==> src/rtl/lif_tdm_if.sv <==
// Host-side bus of the LIF TDM scheduler: current writes, state readback, sweep status and spikes.
interface lif_tdm_if #(
  parameter int N_NEURONS = 4,
  parameter int IDX_W     = 2
);
  logic                 tick;
  logic                 cur_we;
  logic [IDX_W-1:0]     cur_addr;
  logic [7:0]           cur_data;
  logic [IDX_W-1:0]     state_sel;
  logic [7:0]           state_out;
  logic                 busy;
  logic                 done;
  logic                 spike_valid;
  logic [IDX_W-1:0]     spike_idx;
  logic [N_NEURONS-1:0] spike_vec;
  logic                 tick_overrun;

  modport master (
    output tick, cur_we, cur_addr, cur_data, state_sel,
    input  state_out, busy, done, spike_valid, spike_idx, spike_vec, tick_overrun
  );
  modport slave (
    input  tick, cur_we, cur_addr, cur_data, state_sel,
    output state_out, busy, done, spike_valid, spike_idx, spike_vec, tick_overrun
  );
endinterface

==> src/rtl/lif_tdm_scheduler.sv <==
// Round-robin LIF scheduler: one shared leak/integrate/fire step visits each virtual neuron
// once per tick, one neuron per clock.
module lif_tdm_scheduler #(
  parameter int N_NEURONS    = 4,
  parameter int IDX_W        = 2,
  parameter int THRESHOLD    = 200,
  parameter int LEAK_SHIFT   = 1,
  parameter int REFRAC_TICKS = 2,
  parameter int REFRAC_W     = 3
) (
  input  logic      clk,
  input  logic      rst_n,
  lif_tdm_if.slave  bus
);
  typedef enum logic {IDLE, SWEEP} fsm_e;

  localparam logic [8:0]          THR9   = 9'(THRESHOLD);
  localparam logic [REFRAC_W-1:0] R_LOAD = REFRAC_W'(REFRAC_TICKS);
  localparam logic [IDX_W-1:0]    LAST   = IDX_W'(N_NEURONS - 1);

  fsm_e                               fsm_q, fsm_d;
  logic [IDX_W-1:0]                   idx_q, idx_d;
  logic [N_NEURONS-1:0][7:0]          mem_q, mem_d;
  logic [N_NEURONS-1:0][7:0]          cur_q, cur_d;
  logic [N_NEURONS-1:0][REFRAC_W-1:0] ref_q, ref_d;
  logic                               done_q, done_d;
  logic                               sv_q, sv_d;
  logic [IDX_W-1:0]                   sidx_q, sidx_d;
  logic [N_NEURONS-1:0]               svec_q, svec_d;
  logic                               ovr_q, ovr_d;

  // Shared datapath operating on the neuron selected by idx_q
  logic [7:0]          s_cur, c_cur, leak, v_sat;
  logic [8:0]          v;
  logic [REFRAC_W-1:0] r_cur;
  logic                in_refrac, fire;

  always_comb begin
    s_cur     = mem_q[idx_q];
    c_cur     = cur_q[idx_q];
    r_cur     = ref_q[idx_q];
    leak      = s_cur >> LEAK_SHIFT;
    v         = {1'b0, s_cur} - {1'b0, leak} + {1'b0, c_cur};
    v_sat     = v[8] ? 8'hFF : v[7:0];
    in_refrac = (r_cur != '0);
    fire      = !in_refrac && ({1'b0, v_sat} >= THR9);
  end

  always_comb begin
    fsm_d  = fsm_q;
    idx_d  = idx_q;
    mem_d  = mem_q;
    cur_d  = cur_q;
    ref_d  = ref_q;
    done_d = 1'b0;
    sv_d   = 1'b0;
    sidx_d = sidx_q;
    svec_d = svec_q;
    ovr_d  = ovr_q;
    case (fsm_q)
      IDLE: begin
        if (bus.tick) begin
          fsm_d  = SWEEP;
          idx_d  = '0;
          svec_d = '0;
        end
      end
      SWEEP: begin
        if (bus.tick) ovr_d = 1'b1;
        if (in_refrac) begin
          mem_d[idx_q] = 8'd0;
          ref_d[idx_q] = r_cur - REFRAC_W'(1);
        end else if (fire) begin
          mem_d[idx_q]  = 8'd0;
          ref_d[idx_q]  = R_LOAD;
          sv_d          = 1'b1;
          sidx_d        = idx_q;
          svec_d[idx_q] = 1'b1;
        end else begin
          mem_d[idx_q] = v_sat;
        end
        if (idx_q == LAST) begin
          fsm_d  = IDLE;
          done_d = 1'b1;
        end else begin
          idx_d = idx_q + IDX_W'(1);
        end
      end
      default: fsm_d = IDLE;
    endcase
    // Host write lands after the update read cur_q, so a same-edge collision affects the next sweep
    if (bus.cur_we) cur_d[bus.cur_addr] = bus.cur_data;
  end

  always_ff @(posedge clk or negedge rst_n) begin
    if (!rst_n) begin
      fsm_q  <= IDLE;
      idx_q  <= '0;
      mem_q  <= '0;
      cur_q  <= '0;
      ref_q  <= '0;
      done_q <= 1'b0;
      sv_q   <= 1'b0;
      sidx_q <= '0;
      svec_q <= '0;
      ovr_q  <= 1'b0;
    end else begin
      fsm_q  <= fsm_d;
      idx_q  <= idx_d;
      mem_q  <= mem_d;
      cur_q  <= cur_d;
      ref_q  <= ref_d;
      done_q <= done_d;
      sv_q   <= sv_d;
      sidx_q <= sidx_d;
      svec_q <= svec_d;
      ovr_q  <= ovr_d;
    end
  end

  assign bus.state_out    = mem_q[bus.state_sel];
  assign bus.busy         = (fsm_q == SWEEP);
  assign bus.done         = done_q;
  assign bus.spike_valid  = sv_q;
  assign bus.spike_idx    = sidx_q;
  assign bus.spike_vec    = svec_q;
  assign bus.tick_overrun = ovr_q;
endmodule

==> src/flat_wrapper.sv <==
// flat-port wrapper written by rule: the top's interface ports become plain ports
module lif_tdm_scheduler_flat 
#(
  parameter int N_NEURONS    = 4,
  parameter int IDX_W        = 2,
  parameter int THRESHOLD    = 200,
  parameter int LEAK_SHIFT   = 1,
  parameter int REFRAC_TICKS = 2,
  parameter int REFRAC_W     = 3
)
  (clk, rst_n, bus_tick, bus_cur_we, bus_cur_addr, bus_cur_data, bus_state_sel, bus_state_out, bus_busy, bus_done, bus_spike_valid, bus_spike_idx, bus_spike_vec, bus_tick_overrun);
  lif_tdm_if #(.N_NEURONS(N_NEURONS), .IDX_W(IDX_W)) bus_i ();
  input  logic clk;
  input  logic rst_n;
  input wire logic [$bits(bus_i.tick)-1:0] bus_tick;
  input wire logic [$bits(bus_i.cur_we)-1:0] bus_cur_we;
  input wire logic [$bits(bus_i.cur_addr)-1:0] bus_cur_addr;
  input wire logic [$bits(bus_i.cur_data)-1:0] bus_cur_data;
  input wire logic [$bits(bus_i.state_sel)-1:0] bus_state_sel;
  output wire logic [$bits(bus_i.state_out)-1:0] bus_state_out;
  output wire logic [$bits(bus_i.busy)-1:0] bus_busy;
  output wire logic [$bits(bus_i.done)-1:0] bus_done;
  output wire logic [$bits(bus_i.spike_valid)-1:0] bus_spike_valid;
  output wire logic [$bits(bus_i.spike_idx)-1:0] bus_spike_idx;
  output wire logic [$bits(bus_i.spike_vec)-1:0] bus_spike_vec;
  output wire logic [$bits(bus_i.tick_overrun)-1:0] bus_tick_overrun;
  assign bus_i.tick = bus_tick;
  assign bus_i.cur_we = bus_cur_we;
  assign bus_i.cur_addr = bus_cur_addr;
  assign bus_i.cur_data = bus_cur_data;
  assign bus_i.state_sel = bus_state_sel;
  assign bus_state_out = bus_i.state_out;
  assign bus_busy = bus_i.busy;
  assign bus_done = bus_i.done;
  assign bus_spike_valid = bus_i.spike_valid;
  assign bus_spike_idx = bus_i.spike_idx;
  assign bus_spike_vec = bus_i.spike_vec;
  assign bus_tick_overrun = bus_i.tick_overrun;
  lif_tdm_scheduler #(.N_NEURONS(N_NEURONS), .IDX_W(IDX_W), .THRESHOLD(THRESHOLD), .LEAK_SHIFT(LEAK_SHIFT), .REFRAC_TICKS(REFRAC_TICKS), .REFRAC_W(REFRAC_W)) u_core (.clk(clk), .rst_n(rst_n), .bus(bus_i));
endmodule
==> config.mk <==
export PLATFORM = sky130hd
export DESIGN_NAME = lif_tdm_scheduler_flat
export DESIGN_NICKNAME = d
export VERILOG_FILES = /design/src/rtl/lif_tdm_if.sv /design/src/rtl/lif_tdm_scheduler.sv /design/src/flat_wrapper.sv
export SDC_FILE = /design/constraint.sdc
export NUM_CORES = 1
export LEC_CHECK = 0
export CELL_PAD_IN_SITES_DETAIL_PLACEMENT = 0
export CELL_PAD_IN_SITES_GLOBAL_PLACEMENT = 1
export CORE_ASPECT_RATIO = 1.1
export CORE_MARGIN = 2
export CORE_UTILIZATION = 51
export DETAILED_ROUTE_END_ITERATION = 10
export PLACE_DENSITY_LB_ADDON = 0.1
export SYNTH_ARGS = -nofsm -noshare
export SYNTH_HDL_FRONTEND = slang
export SYNTH_SLANG_ARGS = --single-unit
==> constraint.sdc <==
create_clock -name clk -period 10.39 [get_ports clk]
set_input_delay 2.078 -clock clk [delete_from_list [all_inputs] [get_ports clk]]
set_output_delay 2.078 -clock clk [all_outputs]
set_load 0.005 [all_outputs]
# ---- After elaboration in Yosys (flattened, before gate mapping)
# Cells that the tools add are included.
dict set report word_totals {
  out_inout_bits 18
  wordCells 92
  register_bits 88
  inputBits 16
}
dict set report classes {
  n_bitwise 8
  order_cmp 6
  reduce_logical 11
  eq_ne 5
  mux 39
  addsub 4
}
# cell count
set op_table {}
lappend op_table {{bitwise mux 32 bit} 2}
lappend op_table {{2-to-1 mux 32 bit} 2}
lappend op_table {{binary-select mux 8 bit (select 2 bit)} 3}
lappend op_table {{2-to-1 mux 8 bit} 6}
lappend op_table {{AND 32 bit} 1}
lappend op_table {{demux 8 bit (select 2 bit)} 2}
lappend op_table {{inverter 32 bit} 1}
lappend op_table {{2-to-1 mux 12 bit} 2}
lappend op_table {{bitwise mux 12 bit} 1}
lappend op_table {{2-to-1 mux 4 bit} 3}
lappend op_table {{adder 9 x 8 -> 9 bit} 1}
lappend op_table {{less-than comparator 2 x 3 -> 1 bit, second input constant} 3}
lappend op_table {{subtractor 8 x 7 -> 9 bit} 1}
lappend op_table {{AND 8 bit} 1}
lappend op_table {{>= comparator 8 bit, second input constant} 1}
lappend op_table {{2-to-1 mux 1 bit} 8}
lappend op_table {{inequality test 2 bit, second input constant} 4}
lappend op_table {{inverter 8 bit} 1}
lappend op_table {{OR 4 bit} 2}
lappend op_table {{one-hot mux 4 bit (2 select lines)} 1}
lappend op_table {{binary-select mux 3 bit (select 2 bit)} 1}
lappend op_table {{demux 3 bit (select 2 bit)} 1}
lappend op_table {{2-to-1 mux 3 bit} 2}
lappend op_table {{AND reduction 2 bit} 3}
lappend op_table {{other kinds (14)} 20}

# ---- Longest topological paths before layout
# Gate-level depths: netlist of run 1.
dict set report depth {
  word_depth 10
  mapped_depth 15
  mapped_depth_nobuf 12
}

# ---- Worst setup path before layout of run 1
# OpenSTA, ideal clock, no wires.
dict set report synth_timing {
  path_kind {input-to-output}
  from {in bus_state_sel[0]}
  to {out bus_state_out[0]}
  path_buffers 1
  t_required_ns 8.312
  setup_slack_ns 5.247
  arrival_time_ns 3.065
  stages 2
  cell_sequence {clkbuf_1 > mux4_2}
}
dict set report synth_via {
  elab_chain_len 2
}
# element line_no
set synth_rtl {}
lappend synth_rtl {{start, declared} flat_wrapper.sv:19} ;# input wire logic [$bits(bus_i.state_sel)-1:0] bus_state_sel;
lappend synth_rtl {{binary-select mux 8 bit (select 2 bit)} lif_tdm_scheduler.sv:121} ;# assign bus.state_out = mem_q[bus.state_sel];
lappend synth_rtl {{2-to-1 mux 8 bit (not written as such)} lif_tdm_scheduler.sv:121}
lappend synth_rtl {{end, declared} flat_wrapper.sv:20} ;# output wire logic [$bits(bus_i.state_out)-1:0] bus_state_out;
# No other way between the ends. The select of a mux whose other input is x is not followed.

# ---- Worst setup path after layout of run 1
dict set report layout_timing {
  from {in bus_state_sel[0]}
  to {out bus_state_out[2]}
}
# Same word-level chain as after synthesis.

==> metrics.json, run 1 <==
{
  "fraction_of_final_layout_cells_with_drive_strength_greater_than_1_pct": 20.4,
  "die_area_sq_mm": 0.00998,
  "dp_hpwl_um": 6690,
  "design.final.nets": 465,
  "final.setup.worst_slack_ns": 4.39,
  "worst_ep_arrival_time_ns": 3.93,
  "die_x_um": 95.4,
  "crit-reg2reg-launch": "u_core.idx_q[0]",
  "yosys_most_used_dff": "dfrtp_1",
  "fillCellCount": 744,
  "mostFrequentLayoutCell": "dfrtp_1",
  "setup_viol_count_final": 0,
  "synth_async_sr_flop_share_pct": 100,
  "worst_setup_path_endpoint": "bus_state_out[2]",
  "grt.total_usage_pct": 21.3,
  "final_cells": 545,
  "ys_warn_count": 0,
  "max-slew-margin-rel_pct": 33.7,
  "timing.critical_path.max_delay_family": "buffers and inverters",
  "synth.net_count": 436,
  "timing.reg2reg.setup_slack_ns": 5.35,
  "setup.worst_path.start_class": "input pin",
  "setup.worst_path.class": "input pin to output port",
  "place.detailed.instances": 529,
  "cts.path.max_buffers": 2,
  "maxCapViolCount": 0,
  "tritoncts": "built",
  "number_of_instances_in_the_synthesized_netlist": 397,
  "critical_path_cell_count": 3,
  "library_cell_occupying_the_most_area_in_the_post_synthesis_netlist": "dfrtp_1",
  "critical_path_launch_point": "bus_state_sel[0]",
  "detail_route.wirelength_um": 9640,
  "slowest_delay_ns": 0.82,
  "rsz_0062_raised_after_global_routing": "no",
  "netlist.area_leader.share_pct": 47.0,
  "critical-path-slowest-cell": "clkdlybuf4s50_1",
  "globalRouteMet1Util_pct": 31.6,
  "timing.hold.worst.class": "flop to flop",
  "initial_antenna_violation_count": 0,
  "cts_inserted_buffers": 9,
  "cp_common_cell": "clkdlybuf4s50_1",
  "grt_max_degree": 47,
  "top_usage_layer": "met2",
  "run_status": "finished clean",
  "synth_cell_types": 38,
  "min_period_ns": 6.00,
  "yosysSeqAreaShare_pct": 47.0,
  "firstDrtPassIters": 4,
  "rows": 36,
  "final_antenna_net_count": 0,
  "cts_sinks": 88,
  "place.port_buffers": 33,
  "globalRoute.totalOverflow": 0,
  "worst_hold_path.num_cells": 1,
  "crit_required_ns": 8.31,
  "synth_seq_cells": 88,
  "synth.avg_cell_area_sq_um": 11.8,
  "synth.cell_area_sq_mm": 0.00469,
  "core_area_sq_mm": 0.00892,
  "postCtsSetupRepairBufs": 0,
  "die_h_um": 105,
  "grt_pass1_wl_um": 16100,
  "hold_viol_final": 0,
  "ff_latch_area_sq_mm": 0.00220,
  "hold_buffers": 0,
  "synth_top_cells_by_area": "dfrtp_1, mux4_2, mux2_2, ha_1, o21ai_0",
  "worstMarginPinSlew_ns": 0.966,
  "globalplace.congestion": 0.831,
  "post-place-ws_ns": 4.34,
  "postCtsResizedCells": 0,
  "avgViaCountPerCell": 5.63,
  "met3_usage_pct": 4.40,
  "clk-insertion-delay-late_ns": 0.36,
  "crit-reg2reg-capture": "u_core.ref_q[1]",
  "dr_total_vias": 3069,
  "synth_edf_count": 0,
  "syn_to_final_growth_pct": 12.9,
  "clk_pin_slew_worst_paths_ns": 0.08,
  "timing.critical_path.to_type": "output port",
  "root_buffer": "clkbuf_8",
  "multi_input_comb_area_sq_mm": 0.00223,
  "timing.final.max_slew_violations": 0,
  "wire_per_inst_um": 17.7,
  "timing.critical_path.fanout_max": 8,
  "drcViolationCount": 0,
  "drt_iter0_markers": 133,
  "timing.fmax_mhz": 167,
  "num_io_pins": 34,
  "final_cell_mix": "dfrtp_1, inv_1, nand2_1, mux2_2, o21ai_0",
  "grt.met2_usage_pct": 32.2,
  "starting_density_of_the_core_pct": 52.6,
  "tns_ns": 0,
  "worst_clock_skew_ns": 0.0160,
  "timing.reg2reg.worst_path_depth": 12,
  "crit_chain": "clkdlybuf4s50_1 > mux4_2 > clkdlybuf4s50_1",
  "antenna-diode-count": 0,
  "final_core_utilization_pct": 59.4,
  "ctsHtreeMaxLevel": 3,
  "worstPathBufferInverterCount": 2,
  "post-route-period-util_pct": 57.8,
  "first_global_vias": 3122
}
state kept, by name, indices dropped and copies added (netlist names):
name	flops
u_core.cur_q	32
u_core.bus.done	1
u_core.mem_q	32
u_core.bus.spike_idx	2
u_core.bus.spike_valid	1
u_core.bus.busy	1
u_core.bus.tick_overrun	1
u_core.bus.spike_vec	4
u_core.idx_q	2
u_core.ref_q	12
how the worst min path moves through the flow:
stage                            startpoint                      end  slack [ns]
floorplan           u_core.bus.tick_overrun  u_core.bus.tick_overrun        0.45
global placement    u_core.bus.tick_overrun  u_core.bus.tick_overrun        0.44
global route        u_core.bus.tick_overrun  u_core.bus.tick_overrun        0.49
finish              u_core.bus.tick_overrun  u_core.bus.tick_overrun        0.46
detailed placement  u_core.bus.tick_overrun  u_core.bus.tick_overrun        0.45
CTS                 u_core.bus.tick_overrun  u_core.bus.tick_overrun        0.47
cell families after synthesis:
group	synth area share (%)
adders and majority gates	7.26
AOI/OAI and AO/OA	9.68
DFF	47.0
buffers and inverters	5.50
xor gates and xnor gates	1.12
and+or+nand+nor	6.72
muxes	22.8
synthesized netlist by cell type, types with 2 or more instances:
master / count
nand3_1: 8
inv_1: 48
xnor2_1: 2
ha_1: 16
o22a_1: 4
o31ai_1: 6
a211oi_1: 3
buf_1: 5
or3_1: 2
fa_1: 7
o22ai_1: 7
mux2_2: 39
mux2i_1: 2
dfrtp_1: 88
clkbuf_1: 11
o21ai_0: 36
nand3b_1: 3
a31oi_1: 2
xor2_1: 4
o211ai_1: 2
buf_2: 2
a21o_1: 3
nand2_1: 41
mux4_2: 27
nor2_1: 8
a21oi_1: 9
stage by stage:
step	hold slack, ns	area [sq um]
after CTS	0.466	5290
final	0.465	5290
after detailed placement	0.447	5110
after global routing	0.493	5290
after floorplan	0.451	4690
after global placement	0.442	5110
per-layer routing:
layer	wire length (um)	up-vias
met5	0	-
li1	-	1456
met1	4460	1535
met2	4580	70
met4	108	0
met3	488	8
layout make-up:
class | count | share of cell area (%)
inverters | 48 | 3.40
multi-input cells | 242 | 42.1
well taps | 114 | 2.69
clock inverters | 5 | 0.756
clock buffers | 11 | 2.67
flip-flops and latches | 88 | 41.6
repair buffers | 37 | 6.76
Power of run 1 is left out: the tool's default activity adds up to more than one toggle a clock period on the data nets, which glitch-free logic cannot reach.
==> run 2: changes to the inputs <==
--- a/config.mk
+++ b/config.mk
@@ -9,7 +9,7 @@
 export CELL_PAD_IN_SITES_GLOBAL_PLACEMENT = 1
 export CORE_ASPECT_RATIO = 1.1
 export CORE_MARGIN = 2
-export CORE_UTILIZATION = 51
+export CORE_UTILIZATION = 48
 export DETAILED_ROUTE_END_ITERATION = 10
 export PLACE_DENSITY_LB_ADDON = 0.1
 export SYNTH_ARGS = -nofsm -noshare
==> constraint.sdc (replaced) <==
create_clock -name clk -period 6 [get_ports clk]
set_input_delay 1.2 -clock clk [delete_from_list [all_inputs] [get_ports clk]]
set_output_delay 1.2 -clock clk [all_outputs]
set_load 0.005 [all_outputs]
==> run 2 against run 1 <==
- worst hold slack lost 0.0012 ns
- non-clock buffer count rose by 2
- count of clock-buffer cells in the layout unchanged
- global-route usage fell by 1.3 points
- critical endpoint is now u_core.ref_q[2]
- routed wire length decreased by 0.50%
- utilization shrank 2.8 points
- clock skew shrank 0.0066 ns
==> metrics.json, run 2 (same netlist as run 1, synthesis figures left out) <==
{
  "hold_buffers": 0,
  "post-route-period-util_pct": 75.3,
  "worst_hold_startpoint": "u_core.bus.tick_overrun",
  "fin_hold_ws_ns": 0.463,
  "setup_viol_count_final": 0,
  "run_status": "finished clean",
  "grt_pass1_wl_um": 16100,
  "drcViolationCount": 0,
  "place.port_buffers": 33,
  "die_h_um": 108,
  "globalplace.congestion": 0.843,
  "maxCapViolCount": 0,
  "final.setup.worst_slack_ns": 1.48,
  "timing.final.max_slew_violations": 0,
  "dr_total_vias": 3029,
  "tns_ns": 0,
  "worst_clock_skew_ns": 0.00934,
  "firstDrtPassIters": 4,
  "design.final.nets": 467,
  "timing.critical_path.to_type": "flop",
  "cts_inserted_buffers": 9,
  "avgViaCountPerCell": 5.51,
  "root_buffer": "clkbuf_8",
  "dp_hpwl_um": 6840,
  "core_area_sq_mm": 0.00944,
  "fraction_of_final_layout_cells_with_drive_strength_greater_than_1_pct": 20.6,
  "worst_ep_arrival_time_ns": 4.80,
  "post-place-ws_ns": 1.53,
  "postCtsSetupRepairBufs": 0,
  "crit-reg2reg-launch": "u_core.idx_q[1]",
  "final_core_utilization_pct": 56.6,
  "hold_viol_final": 0,
  "num_io_pins": 34,
  "clk_pin_slew_worst_paths_ns": 0.08,
  "globalRoute.totalOverflow": 0,
  "tritoncts": "built",
  "setup.worst_path.start_class": "flop",
  "worstMarginPinSlew_ns": 0.803,
  "mostFrequentLayoutCell": "dfrtp_1",
  "ctsHtreeMaxLevel": 3,
  "detail_route.wirelength_um": 9590,
  "cts.path.max_buffers": 2,
  "cts_sinks": 88,
  "largest_registers": "u_core.cur_q x32, u_core.mem_q x32, u_core.ref_q x12",
  "first_global_vias": 3164,
  "setup.worst_path.class": "flop to flop",
  "final_cell_mix": "dfrtp_1, inv_1, nand2_1, mux2_2, o21ai_0",
  "critical_path_launch_point": "u_core.idx_q[1]",
  "grt.total_usage_pct": 20.0,
  "final_antenna_net_count": 0,
  "initial_antenna_violation_count": 0,
  "max-slew-margin-rel_pct": 46.4,
  "timing.hold.worst.class": "flop to flop",
  "grt_max_degree": 51,
  "min_period_ns": 4.52,
  "drt_iter0_markers": 107,
  "starting_density_of_the_core_pct": 49.7,
  "crit_required_ns": 6.28,
  "clk-insertion-delay-late_ns": 0.36,
  "antenna-diode-count": 0,
  "die_x_um": 98.2,
  "die_area_sq_mm": 0.0106,
  "rows": 37,
  "wire_per_inst_um": 17.4,
  "timing.fmax_mhz": 221,
  "syn_to_final_growth_pct": 14.0,
  "postCtsResizedCells": 0,
  "timing.critical_path.fanout_max": 13,
  "rsz_0062_raised_after_global_routing": "no"
}
run 2: final timing paths:
check	end	slack (ns)	cells after the start
worst max-delay path	u_core.ref_q[2]	1.48	11
max in group asynchronous	u_core.bus.busy	4.20	2
min in group asynchronous	u_core.mem_q[3]	0.80	1
worst max register to register	u_core.ref_q[2]	1.48	11
worst min-delay path	u_core.bus.tick_overrun	0.46	1
worst min register to register	u_core.bus.tick_overrun	0.46	1
run 2: cell type report:
type	instances	area, sq um
clock buffer	11	131
clock inverter	5	81.3
fill	818	4100
inverter	48	180
multi-input combinational	242	2230
sequential	88	2200
tap	117	146
timing repair buffer	39	373
run 2: critical path, cell delays in order, from the launching register on:
cell and delay, ns:
dfrtp_1 0.75, buf_4 0.32, mux4_2 0.35, fa_1 0.55, inv_1 0.07, fa_1 0.47, a211oi_1 0.31, o31ai_1 0.18
xor2_1 0.27, nand4b_1 0.52, a21oi_1 0.43, mux2i_1 0.21
run 2: through the flow:
stage                     instance area (sq um)  cells
final                                      5340    550
after global routing                       5340    550
after CTS                                  5340    550
after detailed placement                   5130    534
after global placement                     5130    534
after floorplan                            4690    397
run 2: layer usage:
metal  global-route usage (%)  wire length [um]  up-vias
met4                     10.2               275        0
li1                         -                 -     1458
met3                     2.86               347       18
met2                     30.9              4510       53
met5                        0                 0        -
met1                     27.8              4450     1500
Power of run 2 is left out for the same reason.
